**src/rtl/bus_to_uart_tx_if.sv**
```systemverilog
// Frame-in / UART-out signal bundle between the sample packer and the UART framer.
// The master side drives the frame, the slave side returns line and status signals.
interface bus_to_uart_tx_if;
  logic        set1;
  logic [63:0] bus_in;
  logic        tx;
  logic        busy;
  logic        frame_done;
  logic        overrun;
  logic [7:0]  drop_cnt;

  modport master (
    output set1, bus_in,
    input  tx, busy, frame_done, overrun, drop_cnt
  );

  modport slave (
    input  set1, bus_in,
    output tx, busy, frame_done, overrun, drop_cnt
  );
endinterface

```
**src/rtl/bus_to_uart_tx.sv**
```systemverilog
// Captures each completed 64-bit sample frame and transmits it as 8N1 UART bytes,
// sample 1 first, with an optional sync-byte header. All logic on fastclk.
module bus_to_uart_tx #(
  parameter int unsigned CLKS_PER_BIT = 434,
  parameter bit          SYNC_EN      = 1'b1,
  parameter logic [7:0]  SYNC_BYTE    = 8'hA5
) (
  input logic             fastclk,
  input logic             reset,
  bus_to_uart_tx_if.slave bus
);

  localparam int unsigned NUM_BYTES = 8 + (SYNC_EN ? 1 : 0);
  localparam logic [11:0] BAUD_MAX  = 12'(CLKS_PER_BIT - 1);
  localparam logic [3:0]  LAST_BYTE = 4'(NUM_BYTES - 1);

  typedef enum logic [1:0] {
    IDLE,
    START,
    DATA,
    STOP
  } state_e;

  state_e      state_q;
  logic [11:0] baud_q;
  logic [2:0]  bit_idx_q;
  logic [3:0]  byte_idx_q;
  logic [63:0] shadow_q;
  logic        s1_q, s2_q, s3_q;
  logic        tx_q;
  logic        busy_q;
  logic        frame_done_q;
  logic        overrun_q;
  logic [7:0]  drop_cnt_q;

  logic        new_frame;
  logic        baud_end;
  logic [2:0]  bit_idx_d;
  logic [2:0]  data_idx;
  logic [7:0]  cur_byte;
  logic [7:0]  drop_cnt_d;

  // s3 lags s2 by one cycle so a held-high set1 yields exactly one frame.
  assign new_frame = s2_q & ~s3_q;
  assign baud_end  = (baud_q == BAUD_MAX);
  assign bit_idx_d = bit_idx_q + 3'd1;

  always_comb begin
    data_idx   = 3'(byte_idx_q - 4'(SYNC_EN));
    cur_byte   = shadow_q[data_idx*8 +: 8];
    if (SYNC_EN && (byte_idx_q == 4'd0)) begin
      cur_byte = SYNC_BYTE;
    end
    drop_cnt_d = (drop_cnt_q == 8'hFF) ? drop_cnt_q : drop_cnt_q + 8'd1;
  end

  // NOTE: shadow_q is deliberately left out of the reset branch; it is only read
  // after a capture has loaded it, so resetting 64 data flops buys nothing.
  always_ff @(posedge fastclk) begin
    if (reset) begin
      state_q      <= IDLE;
      baud_q       <= '0;
      bit_idx_q    <= '0;
      byte_idx_q   <= '0;
      s1_q         <= 1'b0;
      s2_q         <= 1'b0;
      s3_q         <= 1'b0;
      tx_q         <= 1'b1;
      busy_q       <= 1'b0;
      frame_done_q <= 1'b0;
      overrun_q    <= 1'b0;
      drop_cnt_q   <= '0;
    end else begin
      s1_q         <= bus.set1;
      s2_q         <= s1_q;
      s3_q         <= s2_q;
      frame_done_q <= 1'b0;
      overrun_q    <= new_frame & busy_q;
      if (new_frame && busy_q) begin
        drop_cnt_q <= drop_cnt_d;
      end
      // busy stays high through the frame_done cycle, so a frame landing there is dropped.
      if (frame_done_q) begin
        busy_q <= 1'b0;
      end

      unique case (state_q)
        IDLE: begin
          tx_q <= 1'b1;
          if (new_frame && !busy_q) begin
            shadow_q   <= bus.bus_in;
            byte_idx_q <= '0;
            baud_q     <= '0;
            busy_q     <= 1'b1;
            tx_q       <= 1'b0;
            state_q    <= START;
          end
        end

        START: begin
          if (baud_end) begin
            baud_q    <= '0;
            bit_idx_q <= '0;
            tx_q      <= cur_byte[0];
            state_q   <= DATA;
          end else begin
            baud_q <= baud_q + 12'd1;
          end
        end

        DATA: begin
          if (baud_end) begin
            baud_q <= '0;
            if (bit_idx_q == 3'd7) begin
              tx_q    <= 1'b1;
              state_q <= STOP;
            end else begin
              bit_idx_q <= bit_idx_d;
              tx_q      <= cur_byte[bit_idx_d];
            end
          end else begin
            baud_q <= baud_q + 12'd1;
          end
        end

        STOP: begin
          if (baud_end) begin
            baud_q <= '0;
            if (byte_idx_q == LAST_BYTE) begin
              frame_done_q <= 1'b1;
              state_q      <= IDLE;
            end else begin
              byte_idx_q <= byte_idx_q + 4'd1;
              tx_q       <= 1'b0;
              state_q    <= START;
            end
          end else begin
            baud_q <= baud_q + 12'd1;
          end
        end

        default: begin
          tx_q    <= 1'b1;
          state_q <= IDLE;
        end
      endcase
    end
  end

  assign bus.tx         = tx_q;
  assign bus.busy       = busy_q;
  assign bus.frame_done = frame_done_q;
  assign bus.overrun    = overrun_q;
  assign bus.drop_cnt   = drop_cnt_q;

endmodule

```
**src/flat_wrapper.sv**
```systemverilog
// flat-port wrapper written by rule: the top's interface ports become plain ports
module bus_to_uart_tx_flat 
#(
  parameter int unsigned CLKS_PER_BIT = 434,
  parameter bit          SYNC_EN      = 1'b1,
  parameter logic [7:0]  SYNC_BYTE    = 8'hA5
)
  (fastclk, reset, bus_set1, bus_bus_in, bus_tx, bus_busy, bus_frame_done, bus_overrun, bus_drop_cnt);
  bus_to_uart_tx_if bus_i ();
  input logic fastclk;
  input logic reset;
  input wire logic [$bits(bus_i.set1)-1:0] bus_set1;
  input wire logic [$bits(bus_i.bus_in)-1:0] bus_bus_in;
  output wire logic [$bits(bus_i.tx)-1:0] bus_tx;
  output wire logic [$bits(bus_i.busy)-1:0] bus_busy;
  output wire logic [$bits(bus_i.frame_done)-1:0] bus_frame_done;
  output wire logic [$bits(bus_i.overrun)-1:0] bus_overrun;
  output wire logic [$bits(bus_i.drop_cnt)-1:0] bus_drop_cnt;
  assign bus_i.set1 = bus_set1;
  assign bus_i.bus_in = bus_bus_in;
  assign bus_tx = bus_i.tx;
  assign bus_busy = bus_i.busy;
  assign bus_frame_done = bus_i.frame_done;
  assign bus_overrun = bus_i.overrun;
  assign bus_drop_cnt = bus_i.drop_cnt;
  bus_to_uart_tx #(.CLKS_PER_BIT(CLKS_PER_BIT), .SYNC_EN(SYNC_EN), .SYNC_BYTE(SYNC_BYTE)) u_core (.fastclk(fastclk), .reset(reset), .bus(bus_i));
endmodule
```
**config.mk**
```make
export PLATFORM = sky130hd
export DESIGN_NAME = bus_to_uart_tx_flat
export DESIGN_NICKNAME = d
export VERILOG_FILES = /design/src/rtl/bus_to_uart_tx_if.sv /design/src/rtl/bus_to_uart_tx.sv /design/src/flat_wrapper.sv
export SDC_FILE = /design/constraint.sdc
export NUM_CORES = 1
export LEC_CHECK = 0
export CAP_MARGIN = 20
export CORE_AREA = 4 4 97 99
export CTS_CLUSTER_DIAMETER = 80
export CTS_CLUSTER_SIZE = 8
export DETAILED_ROUTE_END_ITERATION = 6
export DIE_AREA = 0 0 101 103
export HOLD_SLACK_MARGIN = 0.1
export PLACE_DENSITY = 0.81
export SLEW_MARGIN = 40
export SYNTH_ARGS = -nofsm -noshare
export SYNTH_HDL_FRONTEND = slang
export SYNTH_SLANG_ARGS = --single-unit
export TNS_END_PERCENT = 100
```
**constraint.sdc**
```tcl
create_clock -name fastclk -period 4.8 [get_ports fastclk]
set_input_delay 0.48 -clock fastclk [delete_from_list [all_inputs] [get_ports fastclk]]
set_output_delay 0.48 -clock fastclk [all_outputs]
set_load 0.02 [all_outputs]
```
==> results of run 1 <==
-- report_power, final --
part	leakage, nW	switching, mW	internal, mW
Clock	0.0885	0.302	0.195
Combinational	0.901	0.165	0.136
Sequential	0.871	0.0198	0.950
Total	1.86	0.487	1.28
-- worst max-delay path: stages, from the launching register on --
cell	delay, ps
dfxtp_1	370
inv_2	80
ha_1	810
mux2_1	400
mux4_2	490
a21oi_1	160
o221ai_1	120
a21oi_1	150
o41ai_1	90
-- worst paths after layout --
| check | to | slack, ps | depth (start not counted) |
|---|---|---|---|
| hold reg to reg | u_core.s2_q | 480 | 1 |
| hold / removal | u_core.s2_q | 480 | 1 |
| setup / recovery | u_core.bus.tx | 2020 | 8 |
| setup reg to reg | u_core.bus.tx | 2020 | 8 |
-- state kept, by name, summed over array words and instances (netlist names) --
| signal | count |
|---|---|
| u_core.shadow_q | 64 |
| u_core.baud_q | 12 |
| u_core.bus.drop_cnt | 8 |
| u_core.byte_idx_q | 4 |
| u_core.bit_idx_q | 3 |
| u_core.state_q | 2 |
| u_core.bus.busy | 1 |
| u_core.bus.frame_done | 1 |
| u_core.bus.overrun | 1 |
| u_core.bus.tx | 1 |
| u_core.s1_q | 1 |
| u_core.s2_q | 1 |
| u_core.s3_q | 1 |
-- routing by layer --
layer / vias to the layer above / wire length, um
met5: - / 0
met4: 0 / 162
met3: 13 / 471
met2: 94 / 3937
met1: 1340 / 3401
li1: 1368 / -
-- Yosys cell counts (3+ instances only) --
cell type  count  area (um^2)
edfxtp_1      64         1922
dfxtp_1       36        720.7
nor2_1        33        123.9
a21oi_1       17        85.08
nand2_1       15        56.30
mux4_2        13        292.8
ha_1          12        150.1
and3_1        10        62.56
clkbuf_1       9        33.78
xor2_1         8        70.07
inv_1          7        26.28
nor3b_1        7        52.55
nand3_1        6        30.03
nand4_1        6        37.54
nor2b_1        6        37.54
o21ai_0        6        30.03
a311oi_1       5        43.79
mux2i_1        5        50.05
mux2_1         4        45.04
nor3_1         4        20.02
o21ai_1        4        20.02
a22oi_1        3        22.52
mux2_2         3        33.78
mux4_1         3        78.83
nand3b_1       3        22.52
-- layout make-up --
class | count | area share (%)
Sequential cell | 100 | 48.95
Multi-Input combinational cell | 197 | 29.52
Timing Repair Buffer | 82 | 15.16
Tap cell | 108 | 2.503
Clock buffer | 9 | 2.294
Clock inverter | 7 | 1.020
Inverter | 8 | 0.5562
-- kinds of logic after synthesis --
logic type	Yosys count	synth area share (%)
buffers and inverters	23	2.650
AO/OA/AOI/OAI	50	7.691
XOR/XNOR	10	2.448
adder cells (fa/ha/maj)	12	3.456
multiplexers	28	11.52
flip-flops	100	60.83
AND/OR/NAND/NOR	97	11.41
-- metrics by stage --
stage / cells / hold WS [ps] / setup slack (ps) / cell area, um^2
global placement: 494 / 450.0 / 2077 / 5205
floorplan: 320 / 413.8 / 677.5 / 4344
global route: 511 / 503.2 / 1814 / 5399
finish: 511 / 484.7 / 2017 / 5399
detailed placement: 494 / 447.3 / 2047 / 5205
CTS: 510 / 484.3 / 2031 / 5384
-- cell usage in the layout, fill, tap and decap left out, types with 2 or more instances in the layout --
master and n:
nor3_1 4, a311oi_1 5, xor2_1 8, mux2_2 3, o21ai_1 4, mux2_1 4
o21ai_0 6, edfxtp_1 64, and3_1 10, nand3b_1 3, mux4_2 13, inv_1 7
clkbuf_8 9, nor2_1 32, nor2b_1 6, nand4_1 6, buf_4 3, a21oi_1 17
a22o_1 2, clkdlybuf4s50_1 78, nand2_1 15, ha_1 12, nor3b_1 7, mux4_1 3
inv_6 3, nand3_1 6, dfxtp_1 36, a22oi_1 3, mux2i_1 5, nand2b_1 2
==> results by group, run 1 <==
Status
  • Status: finished, final reports clean

Floorplan
  • # rows: 34
  • Die height: 103 um
  • Die ar.: 10400 um^2
  • Die extent in x: 101 um
  • Top-Level Pins: 79
  • Initial core utilization: 50.80%
  • Core box area: 8551 um^2

Clock network
  • Setup bufs post-CTS: 0
  • CTS root buf: clkbuf_8
  • Max clock buf depth: 2
  • CTS clock-pin slew for the worst setup and hold paths: 100 ps
  • Depth of the CTS H-tree: 3
  • TritonCTS buffer count: 9
  • Clk_lat worst skew: 370 ps
  • Hold Buf Count CTS: 0
  • Post-CTS resize count: 0
  • CTS tree: yes
  • # clock sinks: 100

Timing
  • Final Setup Violations: 0
  • RSZ-0062 raised after global routing: false
  • Fin crit share: 57.98%
  • Setup TNS: 0 ps
  • Fmax: 359.3 MHz
  • Worst-margin pin slew: 787.3 ps
  • Max transition margin: 47.51%
  • Min Tclk post-route: 2783 ps
  • Worst Skew: 20.55 ps
  • Final hold viol count: 0
  • Slew Viols, Final: 0

Power
  • PwrDens: 327.6 nW/um^2
  • Final Power: 1.768 mW
  • Static leakage: 1.860 nW
  • Peak VDD IR: 0.0002515 V

Layout
  • Sequential Area: 2643 um^2
  • Ant diodes: 0
  • NumNets Final: 477
  • Fin util: 63.14%
  • Share of cells above drive strength 1: 10.42%
  • Footprint of the multi-input gates: 1594 um^2
  • Fill cell count: 622
  • Area Overhead vs Synth: 24.28%

Routing
  • Routed len/inst: 15.60 um
  • DR iter-0 viols: 112
  • Drt drc: 0
  • Detail Route Antenna Nets: 0
  • Via density per instance: 5.509
  • Routed wire length: 7972 um
  • TritonRoute pass-1 iters: 4
  • Vias: 2815

Synth
  • Syn. warnings: 0
  • Synthesis-stage register bit count: 100
  • Ys flop type: edfxtp_1
  • Sequential area share after synthesis: 60.83%
  • Async S/R FF share, synth: 0%
  • Count of different cell masters after synthesis: 52
  • Synth Cell Area: 4344 um^2
  • Syn avg cell area: 13.58 um^2
  • Syn Inst Count: 320
  • Synthesized Nets: 399
  • Number of synthesized flops with an enable pin: 64

Setup path
  • Arrival time worst endpoint: 3040 ps
  • Worst setup SP type: register
  • RR Startpoint: u_core.byte_idx_q[0]
  • Worst EP required: 5060 ps
  • CP Launch Point: u_core.byte_idx_q[0]
  • Critical path class: register to register
  • CP Capture Type: register
  • CP max FO: 19

Place
  • Dpl hpwl: 5798 um
  • GP Congestion: 0.8691
  • IO Port Bufs: 78

Run
  • Max-cap violations: 0

Min path
  • Hold path start: u_core.s1_q
  • Worst Hold Class: register to register

GRT
  • Largest net degree at the start of global routing: 36
  • GRT busiest layer: met2
  • Global-route met1 utilization: 19.81%
  • Initial antenna violation count: 0
  • Total GRT Usage: 16.23%
  • Grt total ovfl: 0
  • Vias in the first global route: 2847
  • M3 GR Usage: 4.939%
  • Global-route wire length before repair: 13120 um
  • Met2 Use GR: 27.70%
Note: power is estimated with default switching activity, not from simulation.
==> inputs of run 2 (changes only) <==
clock period = 2.9 ns   (was 4.8 ns; I/O delays follow)
==> results by group, run 2 (same netlist as run 1, synthesis figures left out) <==
Status
  • Status: finished, final reports clean

Layout
  • Final cell count without fillers: 511
  • Max FFs per register: 64
  • Share of cells above drive strength 1: 10.42%
  • NumNets Final: 477
  • Area Overhead vs Synth: 25.20%
  • Most frequent cells in the layout: clkdlybuf4s50_1 (78), edfxtp_1 (64), dfxtp_1 (36), nor2_1 (32), a21oi_1 (17)
  • Ant diodes: 0
  • Commonest non-fill, non-tap cell in the layout: clkdlybuf4s50_1
  • Top reg by flops: u_core.shadow_q

Clock network
  • CTS root buf: clkbuf_8
  • Post-CTS resize count: 0
  • TritonCTS buffer count: 9
  • CTS clock-pin slew for the worst setup and hold paths: 100 ps
  • Hold Buf Count CTS: 0
  • Setup bufs post-CTS: 0
  • Max clock buf depth: 2
  • Clk_lat worst skew: 360 ps
  • Depth of the CTS H-tree: 3
  • # clock sinks: 100
  • CTS tree: yes

Floorplan
  • Initial core utilization: 50.80%
  • # rows: 34
  • Die extent in x: 101 um
  • Top-Level Pins: 79
  • Die ar.: 10400 um^2
  • Die height: 103 um
  • Core box area: 8551 um^2

GRT
  • Global-route wire length before repair: 13560 um
  • Total GRT Usage: 16.99%
  • Vias in the first global route: 2788
  • Initial antenna violation count: 0
  • Largest net degree at the start of global routing: 65
  • Grt total ovfl: 0

Routing
  • Detail Route Antenna Nets: 0
  • Vias: 2822
  • Routed wire length: 8308 um
  • Drt drc: 0
  • TritonRoute pass-1 iters: 4
  • DR iter-0 viols: 97
  • Routed len/inst: 16.26 um
  • Via density per instance: 5.523

Setup path
  • Worst setup SP type: register
  • CP Capture Type: register
  • Crit path largest cell delay: 410 ps
  • Worst EP required: 3150 ps
  • WP buf/inv: 2
  • Cell chain of the critical path: inv_1, ha_1, buf_4, mux4_2, mux2_2, o41ai_2, a311oi_1, a21oi_1, o41ai_1
  • Critical Path Slowest Stage Cell: ha_1
  • Kind of cell adding the most delay to the critical path: multiplexers
  • Arrival time worst endpoint: 2630 ps
  • Critical path class: register to register
  • CP max FO: 14

Timing
  • Slew Viols, Final: 0
  • Fin crit share: 82.18%
  • Worst Skew: 19.08 ps
  • Final hold viol count: 0
  • Setup TNS: 0 ps
  • RSZ-0062 raised after global routing: false
  • Worst-margin pin slew: 695.7 ps
  • Min Tclk post-route: 2383 ps
  • Max transition margin: 53.40%
  • Fmax: 419.6 MHz
  • Final Setup Violations: 0

Place
  • Cells after DPL: 495
  • Dpl hpwl: 6089 um
  • GP Congestion: 0.7731
  • IO Port Bufs: 78

Min path
  • Worst Hold Class: primary input to register

Run
  • Max-cap violations: 0

Power
  • Peak VDD IR: 0.0003140 V
  • PwrDens: 554.0 nW/um^2
  • Static leakage: 1.881 nW
## run 2: final cells by class
type,count,area (um^2)
tap,108,135.1
clock buffer,11,162.7
clock inverter,5,51.30
fill,647,3112
timing repair buffer,82,823.3
sequential,100,2643
inverter,8,30.03
multi-input combinational,197,1594
## run 2: metrics by stage
stage	instance area [um^2]	total power, mW	worst slack, ps	hold WS (ps)	util (%)
2_1_floorplan	4352	1.944	396.6	388.9	-
3_3_place_gp	5225	2.122	619.5	434.7	61.11
3_5_place_dp	5225	2.138	543.8	470.0	61.11
4_1_cts	5439	3.033	508.0	461.1	63.61
5_1_grt	5439	3.156	304.7	454.6	63.61
6_report	5439	3.013	516.8	478.0	63.61
## run 2: where the power goes
part           switching (mW)  total, mW  internal, mW
Clock                   0.497      0.902         0.405
Sequential             0.0364       1.61          1.57
Combinational           0.277      0.502         0.225
Total                   0.811       3.01          2.20
## run 2: worst paths after layout
path / from / endpoint / slack (ps) / depth (start not counted)
worst max register to register: u_core.byte_idx_q[1] / u_core.bus.tx / 520 / 9
worst max-delay path: u_core.byte_idx_q[1] / u_core.bus.tx / 520 / 9
worst min-delay path: bus_bus_in[47] / u_core.shadow_q[47] / 480 / 1
worst min register to register: u_core.s1_q / u_core.s2_q / 490 / 1
## run 2: layer usage
metal	global-route usage, %	vias to the layer above	part of all wire (%)
met5	0	-	0
met4	6.237	0	1.3
met3	3.654	13	5.8
met2	29.01	85	51
met1	21.42	1352	42
li1	-	1372	-
==> inputs of run 3 (changes only) <==
clock period = 2.4 ns   (was 2.9 ns; I/O delays follow)
==> results by group, run 3 (same netlist as run 1, synthesis figures left out) <==
Timing
  • RSZ-0062 raised after global routing: false
  • Setup TNS: 0 ps
  • Fmax: 438.2 MHz
  • Final hold viol count: 0
  • Worst-margin pin slew: 551.2 ps
  • Setup ws final: 117.7 ps
  • Final Setup Violations: 0
  • Worst Skew: 11.70 ps
  • Min Tclk post-route: 2282 ps
  • Max transition margin: 63.25%
  • Fin crit share: 95.10%
  • Slew Viols, Final: 0
  • WHS: 402.5 ps

Clock network
  • Hold Buf Count CTS: 0
  • Max clock buf depth: 2
  • CTS clock-pin slew for the worst setup and hold paths: 110 ps
  • Depth of the CTS H-tree: 3
  • CTS root buf: clkbuf_8
  • Clk_lat worst skew: 380 ps
  • # clock sinks: 100
  • TritonCTS buffer count: 9
  • CTS tree: yes

Setup path
  • Worst setup SP type: register
  • WP buf/inv: 1
  • Stages on the worst setup path: 8
  • Crit path largest cell delay: 520 ps
  • Critical path class: register to register
  • Kind of cell adding the most delay to the critical path: multiplexers
  • Worst EP required: 2660 ps
  • CP Capture Type: register
  • Arrival time worst endpoint: 2550 ps
  • Worst R2R Path Depth: 8
  • Critical Path Slowest Stage Cell: mux4_2
  • CP max FO: 10
  • Cell chain of the critical path: inv_1, ha_4, mux2_1, mux4_2, a21oi_2, o221ai_1, a21oi_1, o41ai_1

Routing
  • DR iter-0 viols: 202
  • Via density per instance: 5.455
  • Routed len/inst: 15.99 um
  • TritonRoute pass-1 iters: 4
  • Vias: 2804
  • Drt drc: 0
  • Detail Route Antenna Nets: 0
  • Routed wire length: 8221 um

Layout
  • Final cell count without fillers: 514
  • Most frequent cells in the layout: clkdlybuf4s50_1 (78), edfxtp_1 (64), dfxtp_1 (36), nor2_1 (32), a21oi_1 (16)
  • NumNets Final: 480
  • Fin util: 63.81%
  • Max FFs per register: 64
  • Top reg by flops: u_core.shadow_q
  • Commonest non-fill, non-tap cell in the layout: clkdlybuf4s50_1
  • Post-route cell area: 5456 um^2
  • Share of cells above drive strength 1: 11.58%
  • Area Overhead vs Synth: 25.60%
  • Ant diodes: 0

Power
  • Peak VDD IR: 0.0003473 V
  • Static leakage: 1.887 nW
  • PwrDens: 659.5 nW/um^2
  • Final Power: 3.598 mW

Floorplan
  • Initial core utilization: 50.80%
  • Die height: 103 um
  • Die extent in x: 101 um
  • # rows: 34
  • Core box area: 8551 um^2
  • Die ar.: 10400 um^2
  • Top-Level Pins: 79

Place
  • IO Port Bufs: 78
  • Dpl hpwl: 5921 um
  • Cells after DPL: 498
  • GP Congestion: 0.8534
  • Worst slack, placed: 144.2 ps
  • Post-Place Cell Area: 5264 um^2

Status
  • Status: finished, final reports clean

GRT
  • Largest net degree at the start of global routing: 65
  • Initial antenna violation count: 0
  • Grt total ovfl: 0
  • Global-route wire length before repair: 13460 um
  • Total GRT Usage: 16.59%
  • Vias in the first global route: 2924

Min path
  • Hold path cells: 1
  • Worst Hold Class: primary input to register

Run
  • Max-cap violations: 0
## run 3: repair_timing
action,CTS,global route
endpoints found under the hold margin,0,0
buffers inserted,0,0
gates resized for setup,0,1
setup endpoints to repair,0,1
## run 3: cell type report
type                    count  area [um^2]
inverters                   8        30.03
flip-flops and latches    100         2643
fillers                   632         3094
multi-input cells         197         1610
well taps                 108        135.1
clock inverters             7        65.06
repair buffers             85        849.6
clock buffers               9        123.9
## run 3: metal layers
metal	part of all wire [%]	global-route usage, %	vias to the layer above
met4	1.5	6.033	0
met2	49	28.35	80
met5	0	0	-
met3	5.6	3.992	11
met1	44	20.65	1342
li1	-	-	1371
## run 3: final timing paths
| check | end | slack [ps] | from |
|---|---|---|---|
| max reg2reg | u_core.bus.tx | 120 | u_core.byte_idx_q[1] |
| min | u_core.shadow_q[8] | 400 | bus_bus_in[8] |
| max | u_core.bus.tx | 120 | u_core.byte_idx_q[1] |
| min reg2reg | u_core.s2_q | 460 | u_core.s1_q |
## run 3: worst register-to-register path, cell delays in order (launching register included)
cell and delay, ps:
dfxtp_1 370, inv_1 100, ha_4 360, mux2_1 340, mux4_2 520, a21oi_2 140, o221ai_1 120, a21oi_1 150
o41ai_1 90
## run 3: power by group
part | switching, mW | internal [mW]
sequential | 0.0411 | 1.90
clock | 0.640 | 0.404
combinational | 0.338 | 0.275
